[src/rtl/unstripe_pkg.sv]
// Shared types and constants for the two-lane unstriping stage.
package unstripe_pkg;

    localparam int DATA_W    = 32;
    localparam int DEPTH_DEF = 4;

    typedef enum logic {
        SEL0 = 1'b0,
        SEL1 = 1'b1
    } sel_t;

endpackage

[src/rtl/unstripe_lane_fifo.sv]
// Per-lane FIFO; writes while full are dropped, pops only when non-empty.
import unstripe_pkg::*;

module lane_fifo #(
    parameter int DEPTH = DEPTH_DEF,
    parameter int AW    = $clog2(DEPTH),
    parameter int CW    = $clog2(DEPTH) + 1
) (
    input  logic              clk_2f,
    input  logic              reset,
    input  logic              push,
    input  logic              pop,
    input  logic [DATA_W-1:0] din,
    output logic [DATA_W-1:0] dout,
    output logic [CW-1:0]     count,
    output logic              full,
    output logic              empty
);

    logic [DATA_W-1:0] mem [DEPTH];
    logic [AW-1:0]     wr_ptr;
    logic [AW-1:0]     rd_ptr;
    logic              push_ok;
    logic              pop_ok;

    assign full    = (count == CW'(DEPTH));
    assign empty   = (count == '0);
    assign push_ok = push && !full;
    assign pop_ok  = pop && !empty;
    assign dout    = mem[rd_ptr];

    always_ff @(posedge clk_2f) begin
        if (push_ok) begin
            mem[wr_ptr] <= din;
        end
    end

    // Pointers wrap naturally because DEPTH is a power of two.
    always_ff @(posedge clk_2f) begin
        if (reset) begin
            wr_ptr <= '0;
            rd_ptr <= '0;
            count  <= '0;
        end else begin
            if (push_ok) begin
                wr_ptr <= wr_ptr + AW'(1);
            end
            if (pop_ok) begin
                rd_ptr <= rd_ptr + AW'(1);
            end
            unique case ({push_ok, pop_ok})
                2'b10:   count <= count + CW'(1);
                2'b01:   count <= count - CW'(1);
                default: count <= count;
            endcase
        end
    end

endmodule

[src/rtl/unstripe.sv]
// Reassembles a two-lane striped stream in strict lane0/lane1 order.
// Optional sticky overflow flag: define UNSTRIPE_OVF_ERR_EN.
import unstripe_pkg::*;

module unstripe #(
    parameter int DEPTH = DEPTH_DEF,
    parameter int AFULL = DEPTH - 1
) (
    input  logic              clk_2f,
    input  logic              reset,
    input  logic [DATA_W-1:0] lane0,
    input  logic [DATA_W-1:0] lane1,
    input  logic              valid0,
    input  logic              valid1,
    input  logic              ready,
    output logic [DATA_W-1:0] dataOut,
    output logic              validOut,
    output logic              pause,
    output logic              err_ovf
);

    localparam int CW = $clog2(DEPTH) + 1;

    logic [DATA_W-1:0] dout0;
    logic [DATA_W-1:0] dout1;
    logic [CW-1:0]     count0;
    logic [CW-1:0]     count1;
    logic              full0;
    logic              full1;
    logic              empty0;
    logic              empty1;
    logic              pop0;
    logic              pop1;

    sel_t              sel;
    sel_t              sel_nxt;
    logic              load;
    logic              sel_empty;
    logic [DATA_W-1:0] head;

    lane_fifo #(.DEPTH(DEPTH)) u_fifo0 (
        .clk_2f (clk_2f),
        .reset  (reset),
        .push   (valid0),
        .pop    (pop0),
        .din    (lane0),
        .dout   (dout0),
        .count  (count0),
        .full   (full0),
        .empty  (empty0)
    );

    lane_fifo #(.DEPTH(DEPTH)) u_fifo1 (
        .clk_2f (clk_2f),
        .reset  (reset),
        .push   (valid1),
        .pop    (pop1),
        .din    (lane1),
        .dout   (dout1),
        .count  (count1),
        .full   (full1),
        .empty  (empty1)
    );

    always_ff @(posedge clk_2f) begin
        if (reset) begin
            sel <= SEL0;
        end else begin
            sel <= sel_nxt;
        end
    end

    // An empty selected lane stalls the selector; the other lane waits.
    always_comb begin
        sel_nxt   = sel;
        pop0      = 1'b0;
        pop1      = 1'b0;
        load      = !validOut || ready;
        head      = dout0;
        sel_empty = empty0;
        unique case (sel)
            SEL0: begin
                head      = dout0;
                sel_empty = empty0;
                if (load && !empty0) begin
                    pop0    = 1'b1;
                    sel_nxt = SEL1;
                end
            end
            SEL1: begin
                head      = dout1;
                sel_empty = empty1;
                if (load && !empty1) begin
                    pop1    = 1'b1;
                    sel_nxt = SEL0;
                end
            end
            default: sel_nxt = SEL0;
        endcase
    end

    always_ff @(posedge clk_2f) begin
        if (reset) begin
            dataOut  <= '0;
            validOut <= 1'b0;
        end else if (load) begin
            if (!sel_empty) begin
                dataOut  <= head;
                validOut <= 1'b1;
            end else begin
                validOut <= 1'b0;
            end
        end
    end

    assign pause = (count0 >= CW'(AFULL)) || (count1 >= CW'(AFULL));

`ifdef UNSTRIPE_OVF_ERR_EN
    always_ff @(posedge clk_2f) begin
        if (reset) begin
            err_ovf <= 1'b0;
        end else if ((valid0 && full0) || (valid1 && full1)) begin
            err_ovf <= 1'b1;
        end
    end
`else
    assign err_ovf = 1'b0;
`endif

endmodule

[config.mk]
export PLATFORM = sky130hd
export DESIGN_NAME = unstripe
export DESIGN_NICKNAME = d
export VERILOG_FILES = /design/src/rtl/unstripe_pkg.sv /design/src/rtl/unstripe_lane_fifo.sv /design/src/rtl/unstripe.sv
export SDC_FILE = /design/constraint.sdc
export NUM_CORES = 1
export LEC_CHECK = 0
export CORE_UTILIZATION = 30
export DETAILED_ROUTE_END_ITERATION = 7
export PLACE_DENSITY = 0.6
export SLEW_MARGIN = 20
export SYNTH_ARGS = -nofsm -noshare
export SYNTH_HDL_FRONTEND = slang
export SYNTH_SLANG_ARGS = --single-unit
[constraint.sdc]
create_clock -name clk_2f -period 2.5 [get_ports clk_2f]
set_input_delay 0.625 -clock clk_2f [delete_from_list [all_inputs] [get_ports clk_2f]]
set_output_delay 0.625 -clock clk_2f [all_outputs]
set_load 0.05 [all_outputs]
# After elaboration in Yosys (flattened, before gate mapping)
# Memories as Yosys holds them, arrays and structs flattened. A register that Yosys moved wholly into a read port is not among the register bits.
# Cells that the tools add are included.
dict set report totals {
  ram_bits 256
  output_inout_bits 35
  elab_cells 66
  inputBits 69
  reg_bits 48
  memories 2
}
dict set report classes {
  n_lt_le_gt_ge 2
  eq_ne 6
  n_reduce_logical 18
  n_bitwise 2
  addsub 8
  mux 19
}
# name words word_bits read_ports rd_clocked_by_memory_dff wr line_no
set memory_table {}
lappend memory_table {u_fifo0.mem 4 32 1 1 1 unstripe_lane_fifo.sv:20} ;# logic [DATA_W-1:0] mem [DEPTH];
lappend memory_table {u_fifo1.mem 4 32 1 1 1 unstripe_lane_fifo.sv:20}
# operator n
set ops {}
lappend ops {{one-hot mux 32 bit (2 select lines)} 1}
lappend ops {{one-hot mux 3 bit (2 select lines)} 2}
lappend ops {{2-to-1 mux 1 bit} 10}
lappend ops {{adder 2 x 1 -> 2 bit, second input constant} 4}
lappend ops {{2-to-1 mux 2 bit} 4}
lappend ops {{adder 3 x 1 -> 3 bit, second input constant} 2}
lappend ops {{equality test 3 bit, second input constant} 2}
lappend ops {{>= comparator 3 x 2 -> 1 bit, second input constant} 2}
lappend ops {{logical AND 1 bit} 6}
lappend ops {{logical NOT 3 bit} 2}
lappend ops {{subtractor 3 x 1 -> 3 bit, second input constant} 2}
lappend ops {{logical NOT 1 bit} 5}
lappend ops {{equality test 2 x 1 -> 1 bit, second input constant} 2}
lappend ops {{equality test 2 bit, second input constant} 2}
lappend ops {{one-hot mux 1 bit (2 select lines)} 2}
lappend ops {{nonzero test 2 bit} 2}
lappend ops {{logical OR 1 bit} 2}
lappend ops {{NOT 1 bit} 2}
lappend ops {{AND reduction 2 bit} 1}

# Depth between registers and ports, before layout
dict set report logic_depth {
  ltp_word 8
  ltp_mapped 10
  mapped_depth_nobuf 9
}

# By module
# Synthesis repeated with hierarchy kept, for this count alone.
dict set report unflattened {
  hier_cells 607
  hier_area_um2 12065.3
}
# module area_per_inst_um2 cells_per_inst n_inst seq_area_each_um2
set modules_own_cells {}
lappend modules_own_cells {lane_fifo 5146.2 221 2 4023.9}
lappend modules_own_cells {unstripe 1773.0 165 1 680.7}

# Worst setup path after synthesis
# Ideal clock, no wire load.
dict set report synth_timing {
  kind {register -> register}
  start {register validOut}
  end {register u_fifo0.count[2]}
  required_time_ns 2.430
  path_slack_ns 0.054
  path_buffers 1
  synth_period_minus_slack_ns 2.446
  arrival_ns 2.375
  path_stages_with_launch 11
  setup_time_ns 0.070
  path_cell_list {dfxtp_1 > nor2b_1 > or3_4 > clkinv_4 > buf_6 > ha_1 > inv_1 > fa_1 > xor2_1 > or3_1 > a21oi_1}
}
dict set report synth_via {
  elab_chain_len 8
  elab_cells_between_ends 10
  cone_classes {eq/ne (2); mux (3); reduce/logical (5)}
}
# element line_no
set synth_rtl {}
lappend synth_rtl {{start: declaration} unstripe.sv:17} ;# output logic validOut,
lappend synth_rtl {{start signal: assignment} unstripe.sv:105} ;# validOut <= 1'b0;
lappend synth_rtl {{start signal: assignment} unstripe.sv:109} ;# validOut <= 1'b1;
lappend synth_rtl {{start signal: assignment} unstripe.sv:111} ;# validOut <= 1'b0;
lappend synth_rtl {{logical NOT 1 bit (*)} unstripe.sv:78} ;# load = !validOut || ready;
lappend synth_rtl {{logical OR 1 bit (*)} unstripe.sv:78}
lappend synth_rtl {{logical AND 1 bit (*)} unstripe.sv:85} ;# if (load && !empty0) begin
lappend synth_rtl {{2-to-1 mux 1 bit (*)} unstripe.sv:85}
lappend synth_rtl {{2-to-1 mux 1 bit (*)} unstripe.sv:81} ;# unique case (sel)
lappend synth_rtl {{logical AND 1 bit (*)} unstripe_lane_fifo.sv:29} ;# assign pop_ok = pop && !empty;
lappend synth_rtl {{net u_fifo0.pop_ok} unstripe_lane_fifo.sv:24} ;# logic pop_ok;
lappend synth_rtl {{equality test 2 x 1 -> 1 bit / equality test 2 bit (equally long branches)} unstripe_lane_fifo.sv:51} ;# unique case ({push_ok, pop_ok})
lappend synth_rtl {{one-hot mux 3 bit (2 select lines) / nonzero test 2 bit (equally long branches)} -}
lappend synth_rtl {{end signal: assignment} unstripe_lane_fifo.sv:52} ;# 2'b10: count <= count + CW'(1);
lappend synth_rtl {{end signal: assignment} unstripe_lane_fifo.sv:53} ;# 2'b01: count <= count - CW'(1);
lappend synth_rtl {{end signal: assignment} unstripe_lane_fifo.sv:54} ;# default: count <= count;
lappend synth_rtl {{end: declaration} unstripe_lane_fifo.sv:15} ;# output logic [CW-1:0] count,
# The timed path passes the listed nets; every way through them passes the cells marked *.
# A chain may end at the register's enable or synchronous reset.

# Worst setup path after layout
dict set report layout_timing {
  start {register dataOut[8]}
  end {output port dataOut[8]}
}
# element line_no
set layout_rtl {}
lappend layout_rtl {{start: declaration} unstripe.sv:16} ;# output logic [DATA_W-1:0] dataOut,
lappend layout_rtl {{start signal: assignment} unstripe.sv:104} ;# dataOut <= '0;
lappend layout_rtl {{start signal: assignment} unstripe.sv:108} ;# dataOut <= head;
# No word-level cell between the ends.

==> results_dict.tcl <==
set metrics [dict create \
    synth_flop_cell "edfxtp_1" \
    hold_buffers 0 \
    max_freq_mhz 424 \
    rows 72 \
    h-tree-depth 2 \
    critical_path.slowest_cell "clkdlybuf4s50_1" \
    grt-ovfl-total 0 \
    dp_hpwl_um 15600 \
    peakVddDrop_mv 0.453 \
    io_buffers 102 \
    worstPathRequired_ns 1.88 \
    grt_max_degree 51 \
    core_sq_um 38600 \
    cts_made_buffers 34 \
    grt_use_total_pct 13.2 \
    worst_ep_arrival_time_ns 1.73 \
    powerDensity_nw_per_um2 1080 \
    netlist_instances 595 \
    synth_top_area_cell "edfxtp_1" \
    ys_async_sr_fraction_pct 0 \
    yosysTopAreaCellShare_pct 65.5 \
    clkSinkCount 308 \
    drive_gt1_share_pct 22.1 \
    rrSetupSlack_ns 0.32 \
    status "completed" \
    clockBufferDepth 3 \
    synth.area.top_cells "edfxtp_1 (66%), mux4_2 (12%), dfxtp_1 (8.9%), mux2i_1 (3.0%), a211oi_1 (2.0%)" \
    hold_violations 0 \
    finalWirelength_um 25800 \
    yosysSeqAreaShare_pct 74.4 \
    syn_nets 676 \
    path_buf_inv 1 \
    cpLargestDelayFamily "buffers and inverters" \
    drt_pass1_iterations 6 \
    clk_pin_slew_ns 0.06 \
    fin_crit_sh_pct 94.4 \
    grt_pass1_wl_um 38500 \
    vias 5866 \
    antenna_found_initial 2 \
    setup_viol 0 \
    synth_area_sq_um 11700 \
    worstSetupStartpoint "dataOut[8]" \
    tns_ns 0 \
    post_cts_buffers 0 \
    fin_worst_skew_ns 0.0149 \
    placed_area_sq_um 13600 \
    num-fill-cells 3527 \
    reg2reg_to "u_fifo0.count[2]" \
    num_io_pins 104 \
    p_total_mw 16.0 \
    drv_cap 0 \
    cts_tree "done" \
    layout.nets 814 \
    ant_nets 0 \
    routed_via_density 4.59 \
    period_minus_slack_ns 2.36 \
    min_path_type "reg2reg" \
    area_growth_pct 25.8 \
    grt_pass1_vias 6100 \
    clock_latency_ns 0.50 \
    post_cts_resized 0 \
    crit_path_start_kind "flop" \
    slew_violations 0 \
    path_cells "clkdlybuf4s50_1" \
    rsz0062_at_grt "no" \
    crit_type "reg2out" \
    cp_num_cells 1 \
    ys_ff_latch 308 \
    yosys_warnings 0 \
    slew_headroom_pct 48.9 \
    initial_utilization_pct 30.4 \
    route.detailed.drc 0 \
    die_h_um 200 \
    end_kind "output pin" \
    wl_per_cell_um 20.1 \
    final_cell_area_sq_um 14800 \
    gp_congestion 0.725 \
    tightestPinTransition_ns 0.766 \
    cts-root-buf "clkbuf_16" \
    power.leakage_nw 4.74 \
    crit_fanout 2 \
    synth_edf_count 256 \
    drt-initial-drc-count 333 \
    yosysUniqueCellTypes 30 \
    crit_end "dataOut[8]" \
    die-area_sq_um 39900 \
    ff2ff_path_depth 9 \
    die_x_um 200 \
    reg2reg_from "u_fifo0.count[2]" \
    cpPeakStageDelay_ns 0.84 \
    avgSynthCellArea_sq_um 19.7 \
]
==> layout by cell type (no fill, tap or decap), types with 8 or more instances in the layout <==
cell type	instances
buf_4	19
and2_2	8
a211oi_1	32
clkbuf_1	10
nor2_1	14
edfxtp_1	256
mux2i_1	35
mux4_2	64
a21oi_1	8
dfxtp_1	47
buf_12	16
ha_1	10
clkbuf_16	35
inv_1	16
nor3_1	34
clkdlybuf4s50_1	100
==> Yosys cell counts, drive strengths merged (4+ instances only) <==
| cell type | count |
|---|---|
| a211oi | 33 |
| a21oi | 8 |
| and2 | 8 |
| buf | 26 |
| clkbuf | 8 |
| dfxtp | 52 |
| edfxtp | 256 |
| ha | 10 |
| inv | 17 |
| mux2i | 35 |
| mux4 | 64 |
| nor2 | 14 |
| nor3 | 34 |
| o21ai | 5 |
| or3 | 7 |
| xnor2 | 4 |
| xor2 | 4 |
==> where the power goes <==
group | internal [mW] | total [mW] | switching, mW | leakage [nW]
clock | 2.91 | 4.85 | 1.94 | 0.542
sequential | 6.29 | 6.57 | 0.284 | 2.78
combinational | 1.94 | 4.57 | 2.63 | 1.41
==> final cells by class <==
| class | instances | area (sq um) | share of cell area, % |
|---|---|---|---|
| sequential | 308 | 8730 | 59.2 |
| multi-input combinational | 235 | 2720 | 18.4 |
| timing repair buffer | 136 | 1470 | 9.96 |
| clock buffer | 52 | 1010 | 6.84 |
| tap | 518 | 648 | 4.39 |
| clock inverter | 10 | 93.8 | 0.636 |
| inverter | 18 | 72.6 | 0.492 |
| antenna | 2 | 5.00 | 0.0339 |
==> worst min path at each step <==
stage                                  from   end  slack, ns  cells after the start
after floorplan           u_fifo1.rd_ptr[1]  flop       0.46                      2
after global placement    u_fifo1.rd_ptr[1]  flop       0.46                      2
after detailed placement  u_fifo0.rd_ptr[1]  flop       0.48                      2
after CTS                 u_fifo0.rd_ptr[1]  flop       0.49                      2
after global routing      u_fifo0.rd_ptr[1]  flop       0.53                      2
final                     u_fifo0.rd_ptr[1]  flop       0.49                      2
==> metal layers <==
layer	part of all wire, %	up-vias	global-route usage, %	wire length, um
li1	-	2677	-	-
met1	44	3029	17.4	11300
met2	50	128	22.4	13000
met3	4.5	30	2.62	1150
met4	1.3	2	3.19	337
met5	0.043	-	0	11
==> per-stage QoR <==
| stage | setup slack [ns] | hold slack [ns] | instances | util [%] |
|---|---|---|---|---|
| floorplan | 0.0542 | 0.459 | 595 | - |
| global placement | -0.289 | 0.463 | 1215 | 35.3 |
| detailed placement | -0.283 | 0.485 | 1215 | 35.3 |
| CTS | 0.137 | 0.492 | 1277 | 38.2 |
| global route | 0.0980 | 0.534 | 1277 | 38.2 |
| finish | 0.140 | 0.489 | 1279 | 38.2 |
==> kinds of logic (layout without fill, tap and decap cells) <==
family / Yosys count / after routing / share of synthesized area, %
flip-flops: 308 / 308 / 74.4
multiplexers: 99 / 99 / 15.3
AND/OR/NAND/NOR: 67 / 67 / 2.97
buffers and inverters: 52 / 216 / 2.51
AO/OA/AOI/OAI: 48 / 48 / 2.82
adder cells (fa/ha/maj): 12 / 12 / 1.41
XOR/XNOR: 8 / 8 / 0.597
other: 1 / 3 / 0.0320
==> flip-flops by register name, indices dropped and copies added (netlist names), named ones only <==
signal,flops
dataOut,32
u_fifo1.count,3
u_fifo1.wr_ptr,2
u_fifo1.rd_ptr,2
validOut,1
u_fifo0.wr_ptr,2
u_fifo0.count,3
u_fifo0.mem,128
sel,1
u_fifo1.mem,128
u_fifo0.rd_ptr,2
Power figures use the tool's default switching activity.
